$ cat src/rtl/debounce_pkg.sv
// Shared types and width helpers for the multi-channel button debouncer.
package debounce_pkg;

  typedef enum logic [1:0] {
    RPT_IDLE = 2'd0,
    RPT_HOLD = 2'd1,
    RPT_RPT  = 2'd2
  } rpt_state_e;

  // Bits needed to hold 0..max_val inclusive.
  function automatic int cnt_width(input int max_val);
    return (max_val < 1) ? 1 : $clog2(max_val + 1);
  endfunction

  function automatic int max_int(input int a, input int b);
    return (a > b) ? a : b;
  endfunction

endpackage

$ cat src/rtl/debounce_channel.sv
// One debounced button: 2-flop synchroniser, tick-sampled stability counter,
// registered press/release pulses and optional hold-to-repeat FSM.
module debounce_channel
  import debounce_pkg::*;
#(
  parameter int STABLE_TICKS  = 2,
  parameter int REPEAT_EN     = 1,
  parameter int REPEAT_DELAY  = 100,
  parameter int REPEAT_PERIOD = 25
) (
  input  logic clock,
  input  logic reset_n,
  input  logic in_raw,
  input  logic tick,
  output logic level,
  output logic press,
  output logic release_pulse,
  output logic repeat_pulse
);

  localparam int SW = cnt_width(STABLE_TICKS);

  logic          meta_q, meta_d;
  logic          sync_q, sync_d;
  logic          level_q, level_d;
  logic [SW-1:0] scnt_q, scnt_d;
  logic          press_q, press_d;
  logic          release_q, release_d;

  always_comb begin
    meta_d    = in_raw;
    sync_d    = meta_q;
    level_d   = level_q;
    scnt_d    = scnt_q;
    press_d   = 1'b0;
    release_d = 1'b0;
    if (tick) begin
      if (sync_q == level_q) begin
        scnt_d = '0;
      end else if (scnt_q == SW'(STABLE_TICKS - 1)) begin
        level_d   = ~level_q;
        scnt_d    = '0;
        press_d   = ~level_q;
        release_d = level_q;
      end else begin
        scnt_d = scnt_q + SW'(1);
      end
    end
  end

  always_ff @(posedge clock or negedge reset_n) begin
    if (!reset_n) begin
      meta_q    <= 1'b0;
      sync_q    <= 1'b0;
      level_q   <= 1'b0;
      scnt_q    <= '0;
      press_q   <= 1'b0;
      release_q <= 1'b0;
    end else begin
      meta_q    <= meta_d;
      sync_q    <= sync_d;
      level_q   <= level_d;
      scnt_q    <= scnt_d;
      press_q   <= press_d;
      release_q <= release_d;
    end
  end

  assign level         = level_q;
  assign press         = press_q;
  assign release_pulse = release_q;

  if (REPEAT_EN != 0) begin : g_rpt
    localparam int RW = cnt_width(max_int(REPEAT_DELAY, REPEAT_PERIOD));

    rpt_state_e    state_q, state_d;
    logic [RW-1:0] rcnt_q, rcnt_d;
    logic          repeat_q, repeat_d;

    // Edge events are taken from the same tick that moves the level, so a
    // release always wins over a repeat falling due on that tick.
    always_comb begin
      state_d  = state_q;
      rcnt_d   = rcnt_q;
      repeat_d = 1'b0;
      if (release_d) begin
        state_d = RPT_IDLE;
        rcnt_d  = '0;
      end else if (press_d) begin
        state_d = RPT_HOLD;
        rcnt_d  = '0;
      end else if (tick) begin
        case (state_q)
          RPT_HOLD: begin
            if (rcnt_q == RW'(REPEAT_DELAY - 1)) begin
              repeat_d = 1'b1;
              state_d  = RPT_RPT;
              rcnt_d   = '0;
            end else begin
              rcnt_d = rcnt_q + RW'(1);
            end
          end
          RPT_RPT: begin
            if (rcnt_q == RW'(REPEAT_PERIOD - 1)) begin
              repeat_d = 1'b1;
              rcnt_d   = '0;
            end else begin
              rcnt_d = rcnt_q + RW'(1);
            end
          end
          default: ;
        endcase
      end
    end

    always_ff @(posedge clock or negedge reset_n) begin
      if (!reset_n) begin
        state_q  <= RPT_IDLE;
        rcnt_q   <= '0;
        repeat_q <= 1'b0;
      end else begin
        state_q  <= state_d;
        rcnt_q   <= rcnt_d;
        repeat_q <= repeat_d;
      end
    end

    assign repeat_pulse = repeat_q;
  end else begin : g_no_rpt
    assign repeat_pulse = 1'b0;
  end

endmodule

$ cat src/rtl/button_debounce_array.sv
// CHANNELS independent button debouncers sharing one slow sample tick.
// Tick period is CLK_DIV cycles; outputs are registered, no backpressure.
module button_debounce_array
  import debounce_pkg::*;
#(
  parameter int CHANNELS      = 5,
  parameter int CLK_DIV       = 250000,
  parameter int STABLE_TICKS  = 2,
  parameter int REPEAT_EN     = 1,
  parameter int REPEAT_DELAY  = 100,
  parameter int REPEAT_PERIOD = 25
) (
  input  logic                clock,
  input  logic                reset_n,
  input  logic [CHANNELS-1:0] in,
  output logic [CHANNELS-1:0] level,
  output logic [CHANNELS-1:0] press,
  output logic [CHANNELS-1:0] release_pulse,
  output logic [CHANNELS-1:0] repeat_pulse,
  output logic                tick
);

  if (CHANNELS < 1 || CLK_DIV < 2 || STABLE_TICKS < 1 ||
      REPEAT_DELAY < 1 || REPEAT_PERIOD < 1) begin : g_bad_params
    $error("button_debounce_array: illegal parameter value");
  end

  localparam int TW = $clog2(CLK_DIV);

  logic [TW-1:0] tcnt_q, tcnt_d;

  assign tick = (tcnt_q == TW'(CLK_DIV - 1));

  always_comb begin
    tcnt_d = tick ? '0 : tcnt_q + TW'(1);
  end

  always_ff @(posedge clock or negedge reset_n) begin
    if (!reset_n) begin
      tcnt_q <= '0;
    end else begin
      tcnt_q <= tcnt_d;
    end
  end

  for (genvar i = 0; i < CHANNELS; i++) begin : g_ch
    debounce_channel #(
      .STABLE_TICKS (STABLE_TICKS),
      .REPEAT_EN    (REPEAT_EN),
      .REPEAT_DELAY (REPEAT_DELAY),
      .REPEAT_PERIOD(REPEAT_PERIOD)
    ) u_ch (
      .clock        (clock),
      .reset_n      (reset_n),
      .in_raw       (in[i]),
      .tick         (tick),
      .level        (level[i]),
      .press        (press[i]),
      .release_pulse(release_pulse[i]),
      .repeat_pulse (repeat_pulse[i])
    );
  end

endmodule
$ cat config.mk
export PLATFORM = sky130hd
export DESIGN_NAME = button_debounce_array
export DESIGN_NICKNAME = d
export VERILOG_FILES = /design/src/rtl/debounce_pkg.sv /design/src/rtl/debounce_channel.sv /design/src/rtl/button_debounce_array.sv
export SDC_FILE = /design/constraint.sdc
export NUM_CORES = 1
export LEC_CHECK = 0
export CAP_MARGIN = 40
export CORE_MARGIN = 3
export CORE_UTILIZATION = 55
export DETAILED_ROUTE_END_ITERATION = 8
export MAX_ROUTING_LAYER = met4
export PLACE_DENSITY = 0.82
export SYNTH_ARGS = -nofsm -noshare
export SYNTH_HDL_FRONTEND = slang
export SYNTH_SLANG_ARGS = --single-unit
$ cat constraint.sdc
create_clock -name clock -period 2.9 [get_ports clock]
set_input_delay 0.435 -clock clock [delete_from_list [all_inputs] [get_ports clock]]
set_output_delay 0.435 -clock clock [all_outputs]
set_load 0.05 [all_outputs]
; ---- After elaboration in Yosys (flattened, before gate mapping)
; Cells that the tools add are included.
; Widths: inputs -> output; s select.
[classes]
addsub = 11
mul = 0
div = 0
magnitude_cmp = 0
n_eq_ne = 31
shift = 0
mux = 126
bitwise = 10
n_reduce_logical = 35
[ops]
columns = operator, count
row1 = $mux 7, 25
row2 = $mux 2, 35
row3 = $pmux 7 s2, 5
row4 = $mux 1, 55
row5 = $reduce_bool 3->1, 15
row6 = $add 7x1->7 const B, 5
row7 = $eq 7x5->1 const B, 5
row8 = $eq 7x7->1 const B, 5
row9 = $reduce_and 3->1, 10
row10 = $eq 2x1->1 const B, 10
row11 = $reduce_bool 4->1, 5
row12 = $add 18x1->18 const B, 1
row13 = $eq 18x18->1 const B, 1
row14 = $mux 18, 1
row15 = $add 2x1->2 const B, 5
row16 = $eq 2x2->1 const B, 5
row17 = $not 1->1, 10
row18 = $pmux 1 s2, 5
row19 = $reduce_and 2->1, 5
row20 = $eq 1x1->1, 5
[totals]
register_bits = 103
latch_bits = 0
ram_bits = 0
romBits = 0
in_bits = 7
output_inout_bits = 21
wordCells = 259
memories = 0

; ---- Logic depth before layout (Yosys ltp)
; Gate-level depths: netlist of run 1.
[depth]
depth_word = 6
ltp_mapped = 8
ltp_nobuf = 7

; ---- Hierarchy
; Synthesis of run 1 repeated with hierarchy kept, for this count alone.
[hier_totals]
hier_cells = 507
area_unflattened_um2 = 5285.1
[by_module_without_submodules]
columns = module, instances, cells_each, area_per_inst_um2, seq_area_each_um2
row1 = debounce_channel (g_ch[0].u_ch ...), 4, 86, 872.1, 425.4
row2 = debounce_channel (g_ch[4].u_ch), 1, 83, 907.1, 425.4
row3 = button_debounce_array, 1, 80, 889.6, 450.4

; ---- Least setup slack after synthesis of run 1
; OpenSTA, ideal clock, no wires.
[synth_timing]
path_kind = reg2out
startpoint = register tcnt_q[0]
endpoint = output port tick
t_arrival_ns = 1.962
required_time_ns = 2.465
setup_slack_ns = 0.503
path_stages_with_launch = 7
n_path_buf = 1
cell_sequence = dfrtp_1 ha_1 nand3_2 nor4_4 nand3_2 inv_1 clkbuf_1
[synth_between]
elab_chain_cells = 1
[synth_rtl]
columns = item, line
row1 = start: declaration, button_debounce_array.sv:30  ; logic [TW-1:0] tcnt_q, tcnt_d;
row2 = start signal: assignment, button_debounce_array.sv:42  ; tcnt_q <= tcnt_d;
row3 = $eq 18x18->1, button_debounce_array.sv:32  ; assign tick = (tcnt_q == TW'(CLK_DIV - 1));
row4 = end: declaration, button_debounce_array.sv:20  ; output logic tick
; Every way passes these cells.

; ---- Final worst setup path of run 1
; Ends and elaborated chain as after synthesis.

==> flow_metrics.tcl, run 1 <==
set metrics [dict create \
    status "complete, no violations" \
    cp_slowest_cell "dfrtp_1" \
    r2r_setup_slack_ns 0.37 \
    rsz0062_at_grt "false" \
    finalCriticalPeriod_ns 2.683 \
    ys_top_cells_by_area "dfrtp_1 (47%), ha_1 (4.8%), o21ai_0 (4.3%)" \
    reg2reg_from "tcnt_q[10]" \
    ys_seq_area_frac 0.4672 \
    cap_violations 0 \
    die_area_um2 11270 \
    n_antenna_cell 0 \
    die-height_um 106.2 \
    clk_pin_slew_worst_paths_ns 0.10 \
    io_pins 28 \
    wl_per_cell_um 16.47 \
    syn_avg_cell_area_um2 9.851 \
    cts_resized 0 \
    fin_util 0.6369 \
    hp-class "input pin to async pin" \
    start_util 0.5805 \
    fin_tns_setup_ns 0 \
    critPathRequiredTime_ns 2.47 \
    cp_max_fo 7 \
    final-hold-violation-count 0 \
    drt_iter0_markers 296 \
    max_slew_margin 0.5051 \
    clock_path_buffers 2 \
    clock_latency_ns 0.39 \
    grt_usage 0.2244 \
    cts_root_buffer "clkbuf_8" \
    min_period_over_period 0.9252 \
    synth_cell_type_count 64 \
    worst_r2r_path_depth 6 \
    endpoint "tick" \
    regToRegEndpoint "g_ch[4].u_ch.g_rpt.state_q[1]" \
    powerDensity_nw_per_um2 407.5 \
    synth_top_cell_by_area "dfrtp_1" \
    drive_gt1_frac 0.09343 \
    clock_skew_ns 0.01642 \
    cts_tree "done" \
    io_buffers 27 \
    synth_cells 560 \
    dr.pass1.iters 5 \
    ys_ff_latch 103 \
    place_congestion 0.8913 \
    first_global_vias 4180 \
    grt_pass1_wl_mm 19.82 \
    avgViaCountPerCell 6.088 \
    fin_nets 601 \
    ir_worst_vdd_v 0.0003839 \
    crit_start "tcnt_q[0]" \
    cp_common_cell "nand3_2" \
    crit_chain "ha_1 > nand3_2 > nor4_4 > nand3_2 > clkinvlp_4 > buf_12" \
    antenna_found_initial 0 \
    drc 0 \
    cts_setup_buffers 0 \
    startpoint_type "flop" \
    crit_path_end_kind "output port" \
    worstPathArrival_ns 2.25 \
    ant_nets 0 \
    coreArea_um2 9503 \
    grt_max_degree 53 \
    postCtsHoldBufs 0 \
    htreeDepth 3 \
    cts_buffers 9 \
    worst_slew_pin_slew_ns 0.7396 \
    slowest_delay_ns 0.40 \
    drv_slew 0 \
    rows 35 \
    total_leakage_power_nw 2.558 \
    ys.flop_type "dfrtp_1" \
    yosys_warnings 0 \
    clkSinkCount 103 \
    max_freq_mhz 372.7 \
    totalWireLength_mm 11.65 \
    synth_nets 588 \
    synthToLayoutAreaGrowth_pct 9.707 \
    critPathKind "flop to output port" \
    synth_top_cell_area_share 0.4672 \
    grt.overflow.total 0 \
    setup_viol 0 \
    synth_area_um2 5517 \
    die_x_um 106.2 \
    dr_total_vias 4304 \
    async_reset_ff_frac 1.000 \
    synth_edf_count 0 \
    dp_hpwl_mm 8.244 \
    nFillCells 775 \
]
==> final cells by class <==
type	instances	area, um2	share of cell area
multi-input combinational	386	2595	0.4288
sequential	103	2577	0.4259
timing repair buffer	35	350.3	0.05789
clock inverter	7	97.59	0.01613
clock buffer	9	123.9	0.02047
inverter	38	146.4	0.02419
tap	129	161.4	0.02667
==> kinds of logic after synthesis <==
logic type / share of synthesized area
AO/OA/AOI/OAI: 0.1524
XOR/XNOR: 0.03175
adder cells (fa/ha/maj): 0.04763
buffers and inverters: 0.06237
flip-flops: 0.4672
multiplexers: 0.01406
AND/OR/NAND/NOR: 0.2245
==> worst min path at each step <==
stage                                    end  slack (ns)  depth (start not counted)
6_report        g_ch[2].u_ch.g_rpt.rcnt_q[5]        0.08                          1
5_1_grt               g_ch[1].u_ch.scnt_q[1]        0.11                          1
4_1_cts        g_ch[2].u_ch.g_rpt.state_q[1]        0.09                          1
3_5_place_dp             g_ch[4].u_ch.sync_q        0.34                          0
3_3_place_gp             g_ch[3].u_ch.sync_q        0.33                          0
2_1_floorplan   g_ch[0].u_ch.g_rpt.rcnt_q[0]        0.14                          0
==> Yosys cell counts (all sizes together), types with 11 or more instances <==
| cell type | count |
|---|---|
| a21oi | 11 |
| nor2 | 36 |
| nand2 | 36 |
| inv | 38 |
| buf | 22 |
| nor4 | 12 |
| nand3 | 35 |
| nor4b | 11 |
| and3 | 12 |
| clkbuf | 11 |
| o31ai | 13 |
| ha | 21 |
| o21ai | 47 |
| dfrtp | 103 |
==> per-stage QoR <==
stage / area, um2 / power [mW] / hold WS (ns) / setup WS (ns) / cells
after floorplan: 5517 / 1.483 / 0.1394 / 0.5025 / 560
after global placement: 5827 / 1.523 / 0.3330 / 0.5515 / 691
after detailed placement: 5827 / 1.525 / 0.3371 / 0.3946 / 691
after CTS: 6048 / 2.494 / 0.09135 / 0.1065 / 707
after global routing: 6052 / 2.556 / 0.1139 / 0.06296 / 707
final: 6052 / 2.466 / 0.07908 / 0.2169 / 707
==> worst max-delay path: cells and delay by family, from the launching register on <==
| kind | cells | cell delay, ns |
|---|---|---|
| flops | 1 | 0.40 |
| buf+inv | 2 | 0.44 |
| fa+ha+maj | 1 | 0.22 |
| simple gates | 3 | 0.80 |
==> registers in the layout, summed over array words and instances (netlist names) <==
signal	flops
g_ch.u_ch.g_rpt.rcnt_q	35
tcnt_q	18
g_ch.u_ch.g_rpt.state_q	10
g_ch.u_ch.scnt_q	10
g_ch.u_ch.level	5
g_ch.u_ch.meta_q	5
g_ch.u_ch.press	5
g_ch.u_ch.release_pulse	5
g_ch.u_ch.repeat_pulse	5
g_ch.u_ch.sync_q	5
==> metal layers <==
layer | part of all wire | global-route usage
met1 | 0.44 | 0.2874
met2 | 0.49 | 0.3588
met3 | 0.054 | 0.04979
met4 | 0.015 | 0.07031
met5 | 0 | -
==> power by group <==
part / switching [mW] / internal, mW
combinational: 0.0342 / 0.0131
sequential: 0.00504 / 1.44
clock: 0.548 / 0.424
total: 0.587 / 1.88
==> placed cells by master, fill, tap and decap left out, types with 3 or more instances in the layout <==
cell type        instances
o41ai_1                  3
a2111oi_0                3
xnor2_1                 10
nor3_1                   5
or2_2                    8
inv_6                    3
a31oi_1                  4
mux2_2                   6
nand4_1                  9
and3_1                  12
a21o_1                   4
xor2_1                  10
o31ai_1                 12
nor4b_1                 10
or3_1                    8
a22o_1                   5
o211ai_1                 4
inv_1                   37
a21boi_0                 7
o21ai_0                 47
a21oi_1                 11
dfrtp_1                103
nand3_1                 33
clkbuf_8                 9
nand2_1                 35
nor4_1                  10
and2_1                   6
buf_4                    8
o31a_1                   5
nand3b_1                 3
nor2_1                  35
ha_1                    21
clkdlybuf4s50_1         25
o21a_1                   8
nor2b_1                  5
nand2b_1                 9
(Power assumes the default switching activity.)
==> inputs of run 2 (changes only) <==
--- a/constraint.sdc
+++ b/constraint.sdc
@@ -3,2 +3,2 @@
 set_output_delay 0.435 -clock clock [all_outputs]
-set_load 0.05 [all_outputs]
+set_load 0.01 [all_outputs]
==> flow_metrics.tcl, run 2 (synthesized netlist as in run 1, its figures left out) <==
set metrics [dict create \
    dr.pass1.iters 4 \
    io_buffers 27 \
    totalWireLength_mm 11.41 \
    coreArea_um2 9503 \
    critPathKind "flop to output port" \
    drt_iter0_markers 311 \
    reg2reg_from "tcnt_q[5]" \
    clkSinkCount 103 \
    final_cell_mix "dfrtp_1 (103), o21ai_0 (47), inv_1 (38)" \
    setup_viol 0 \
    grt_usage 0.2168 \
    postCtsHoldBufs 0 \
    total_leakage_power_nw 2.560 \
    powerDensity_nw_per_um2 397.5 \
    status "complete, no violations" \
    dr_total_vias 4315 \
    rsz0062_at_grt "false" \
    min_period_over_period 0.9259 \
    clock_skew_ns 0.01421 \
    top_regs "g_ch.u_ch.g_rpt.rcnt_q x35, tcnt_q x18" \
    place_congestion 0.9270 \
    grt_max_degree 53 \
    finalCriticalPeriod_ns 2.685 \
    critPathRequiredTime_ns 2.47 \
    grt_pass1_wl_mm 19.43 \
    max_freq_mhz 372.4 \
    final_area_um2 6032 \
    largest_register_ffs 35 \
    placed_cell_area_um2 5809 \
    regToRegEndpoint "g_ch[3].u_ch.scnt_q[0]" \
    drv_slew 0 \
    synthToLayoutAreaGrowth_pct 9.345 \
    fin_nets 601 \
    startpoint_type "flop" \
    die-height_um 106.2 \
    grt.overflow.total 0 \
    cts_tree "done" \
    clock_path_buffers 2 \
    antenna_found_initial 0 \
    max_slew_margin 0.5308 \
    drive_gt1_frac 0.08997 \
    n_antenna_cell 0 \
    cts_root_buffer "clkbuf_8" \
    cts_buffers 9 \
    crit_path_end_kind "output port" \
    avgViaCountPerCell 6.103 \
    dp_hpwl_mm 8.010 \
    worst_r2r_path_depth 4 \
    first_global_vias 4093 \
    clock_latency_ns 0.38 \
    wl_per_cell_um 16.14 \
    worstPathArrival_ns 2.25 \
    ir_worst_vdd_v 0.0003316 \
    cp_max_fo 7 \
    die_x_um 106.2 \
    ant_nets 0 \
    rows 35 \
    r2r_setup_slack_ns 0.45 \
    largest_register "g_ch.u_ch.g_rpt.rcnt_q" \
    cap_violations 0 \
    final-hold-violation-count 0 \
    fin_tns_setup_ns 0 \
    worst_slew_pin_slew_ns 0.7013 \
    start_util 0.5805 \
    die_area_um2 11270 \
    clk_pin_slew_worst_paths_ns 0.11 \
    power_mw 2.398 \
    io_pins 28 \
    drc 0 \
    layout_commonest_cell "dfrtp_1" \
    hp-class "input pin to async pin" \
    htreeDepth 3 \
]
-- run 2: timing repair --
| item | in CTS | in global routing |
|---|---|---|
| endpoints found under the setup margin | 0 | 1 |
| buffers inserted | 0 | 1 |
| resized for setup | 0 | 1 |
-- run 2: report_power, final --
group | leakage [nW] | switching [mW] | internal, mW | total [mW]
sequential | 1.40 | 0.00482 | 1.44 | 1.45
combinational | 1.05 | 0.0346 | 0.0130 | 0.0476
clock | 0.105 | 0.554 | 0.349 | 0.903
total | 2.56 | 0.594 | 1.80 | 2.40
-- run 2: worst max-delay path: stages (launching register included) --
cell and delay (ns):
dfrtp_1 0.41, ha_1 0.25, nand3_4 0.15, nor4_4 0.24, nand3_2 0.12, inv_1 0.14, clkdlybuf4s50_1 0.55
-- run 2: how the worst max path moves through the flow --
| stage | startpoint | end | slack [ns] | depth (start not counted) |
|---|---|---|---|---|
| detailed placement | tcnt_q[0] | g_ch[1].u_ch.g_rpt.rcnt_q[3] | 0.43 | 7 |
| CTS | tcnt_q[0] | tick | 0.07 | 6 |
| global placement | tcnt_q[5] | g_ch[4].u_ch.scnt_q[0] | 0.48 | 4 |
| floorplan | tcnt_q[10] | g_ch[0].u_ch.scnt_q[0] | 0.80 | 5 |
| finish | tcnt_q[0] | tick | 0.21 | 6 |
| global route | tcnt_q[0] | tick | 0.05 | 6 |
-- run 2: layout make-up --
| class | count | area (um2) |
|---|---|---|
| Clock buffer | 9 | 123.9 |
| Clock inverter | 7 | 83.83 |
| Fill cell | 782 | 3471 |
| Inverter | 38 | 142.6 |
| Multi-Input combinational cell | 386 | 2603 |
| Sequential cell | 103 | 2577 |
| Tap cell | 129 | 161.4 |
| Timing Repair Buffer | 35 | 340.3 |
-- run 2: per-layer routing --
metal  up-vias  GRT usage  part of all wire
li1       2026          -                 -
met1      2135     0.2858              0.44
met2       137     0.3376              0.49
met3        17    0.05404             0.057
met4         0    0.05735             0.014
met5         -          -                 0
-- run 2: through the flow --
stage | worst slack (ns) | utilization | instances | hold WS [ns]
6_report | 0.2149 | 0.6348 | 707 | 0.08133
5_1_grt | 0.04944 | 0.6348 | 707 | 0.1212
4_1_cts | 0.06638 | 0.6332 | 706 | 0.09792
3_5_place_dp | 0.4348 | 0.6113 | 690 | 0.3362
3_3_place_gp | 0.4831 | 0.6113 | 690 | 0.3323
2_1_floorplan | 0.8043 | - | 560 | 0.1394
==> inputs of run 3 (changes only) <==
- GPL_ROUTABILITY_DRIVEN: unset -> 0
==> flow_metrics.tcl, run 3 (synthesized netlist as in run 1, its figures left out) <==
set metrics [dict create \
    status "complete, no violations" \
    n_antenna_cell 0 \
    largest_register_ffs 35 \
    antenna_found_initial 0 \
    critPathKind "flop to output port" \
    grt_max_degree 56 \
    total_leakage_power_nw 2.553 \
    io_buffers 27 \
    avgViaCountPerCell 6.050 \
    largest_register "g_ch.u_ch.g_rpt.rcnt_q" \
    rsz0062_at_grt "false" \
    fin_tns_setup_ns 0 \
    drt_iter0_markers 263 \
    ir_worst_vdd_v 0.0002596 \
    crit_family "buffers and inverters" \
    grt.overflow.total 0 \
    layout_commonest_cell "dfrtp_1" \
    clock_skew_ns 0.01773 \
    clk_pin_slew_worst_paths_ns 0.10 \
    top_regs "g_ch.u_ch.g_rpt.rcnt_q x35, tcnt_q x18" \
    clkSinkCount 103 \
    io_pins 28 \
    drive_gt1_frac 0.08839 \
    hp-class "input pin to async pin" \
    cp_common_cell "nand3_2" \
    cts_root_buffer "clkbuf_8" \
    cts_resized 0 \
    worst-path-buf-inv 2 \
    synthToLayoutAreaGrowth_pct 9.095 \
    startpoint_type "flop" \
    p_comb_frac 0.020 \
    clock_path_buffers 2 \
    worst_r2r_path_depth 4 \
    grt_pass1_wl_mm 20.15 \
    die-height_um 106.2 \
    cp_slowest_cell "clkdlybuf4s50_1" \
    slowest_delay_ns 0.54 \
    postCtsHoldBufs 0 \
    multiInputGateArea_um2 2595 \
    final_cell_mix "dfrtp_1 (103), o21ai_0 (47), inv_1 (38)" \
    dr.pass1.iters 5 \
    max_freq_mhz 365.7 \
    powerDensity_nw_per_um2 401.7 \
    nFillCells 778 \
    cap_violations 0 \
    dp_slack_ns 0.4132 \
    wl_per_cell_um 16.27 \
    start_util 0.5805 \
    cts_setup_buffers 0 \
    power_switching_uw 537.1 \
    reg2reg_from "tcnt_q[10]" \
    setup_viol 0 \
    worst_slew_pin_slew_ns 0.7138 \
    dr_total_vias 4271 \
    rows 35 \
    setup_ws_ns 0.1656 \
    first_global_vias 4269 \
    drc 0 \
    finalCriticalPeriod_ns 2.734 \
    seq_area_um2 2577 \
    fin_nets 601 \
    cts_tree "done" \
    pwr-share-seq 0.598 \
    grt_usage 0.2260 \
    htreeDepth 3 \
    regToRegEndpoint "g_ch[2].u_ch.scnt_q[0]" \
    drv_slew 0 \
    crit_chain "ha_1 > nand3_2 > nor4_4 > nand3_2 > inv_1 > clkdlybuf4s50_1" \
    cp_max_fo 7 \
    switching_share 0.2221 \
    die_area_um2 11270 \
    min_period_over_period 0.9429 \
    ant_nets 0 \
    cts_buffers 9 \
    clock_latency_ns 0.38 \
    pwr-share-clk 0.382 \
    dp_hpwl_mm 8.178 \
    critPathRequiredTime_ns 2.47 \
    final-hold-violation-count 0 \
    max_slew_margin 0.5223 \
    p_int_mw 1.881 \
    totalWireLength_mm 11.49 \
    coreArea_um2 9503 \
    r2r_setup_slack_ns 0.41 \
    die_x_um 106.2 \
    worstPathArrival_ns 2.30 \
    crit_path_end_kind "output port" \
]
[run 3: through the flow]
stage	power, mW	area (um2)	hold WS, ns	util	instances
floorplan	1.483	5517	0.1394	-	560
global placement	1.523	5802	0.3367	0.6105	689
detailed placement	1.525	5802	0.3405	0.6105	689
CTS	2.447	6003	0.1049	0.6317	704
global route	2.512	6018	0.1364	0.6333	706
finish	2.418	6018	0.09518	0.6333	706
[run 3: worst reg2reg max path, cell delays in order, from the launching register on]
cell and delay, ns:
dfrtp_1 0.46, or4b_1 0.60, nor4_4 0.36, and2_1 0.56, mux2_2 0.39
[run 3: routing by layer]
layer | track usage | wire length [um] | share of wire | up-vias
li1 | - | - | - | 2019
met1 | 0.2937 | 5032 | 0.44 | 2094
met4 | 0.07586 | 216 | 0.019 | 0
met3 | 0.05222 | 626 | 0.054 | 27
met2 | 0.3525 | 5613 | 0.49 | 131
met5 | - | 0 | 0 | -
[run 3: area by class of cell]
| type | instances | area share |
|---|---|---|
| clock buffer | 10 | 0.02287 |
| clock inverter | 5 | 0.01060 |
| inverter | 38 | 0.02370 |
| multi-input combinational | 386 | 0.4312 |
| sequential | 103 | 0.4283 |
| tap | 129 | 0.02682 |
| timing repair buffer | 35 | 0.05655 |
[run 3: worst max-delay path by stage]
stage | from | endpoint | slack, ns | cells after the start
2_1_floorplan | tcnt_q[10] | g_ch[0].u_ch.scnt_q[0] | 0.80 | 5
4_1_cts | tcnt_q[0] | tick | 0.05 | 6
3_3_place_gp | tcnt_q[10] | g_ch[4].u_ch.scnt_q[0] | 0.50 | 4
6_report | tcnt_q[0] | tick | 0.17 | 6
5_1_grt | tcnt_q[0] | tick | 0.01 | 6
3_5_place_dp | tcnt_q[0] | g_ch[1].u_ch.g_rpt.rcnt_q[4] | 0.41 | 7
[run 3: power by group through the flow]
| stage | sequential, mW | clock, mW | combinational [mW] |
|---|---|---|---|
| 2_1_floorplan | 1.47 | 0 | 0.00822 |
| 5_1_grt | 1.45 | 1.01 | 0.0550 |
| 6_report | 1.45 | 0.924 | 0.0473 |
| 3_3_place_gp | 1.47 | 0 | 0.0479 |
| 4_1_cts | 1.45 | 0.950 | 0.0495 |
| 3_5_place_dp | 1.48 | 0 | 0.0496 |
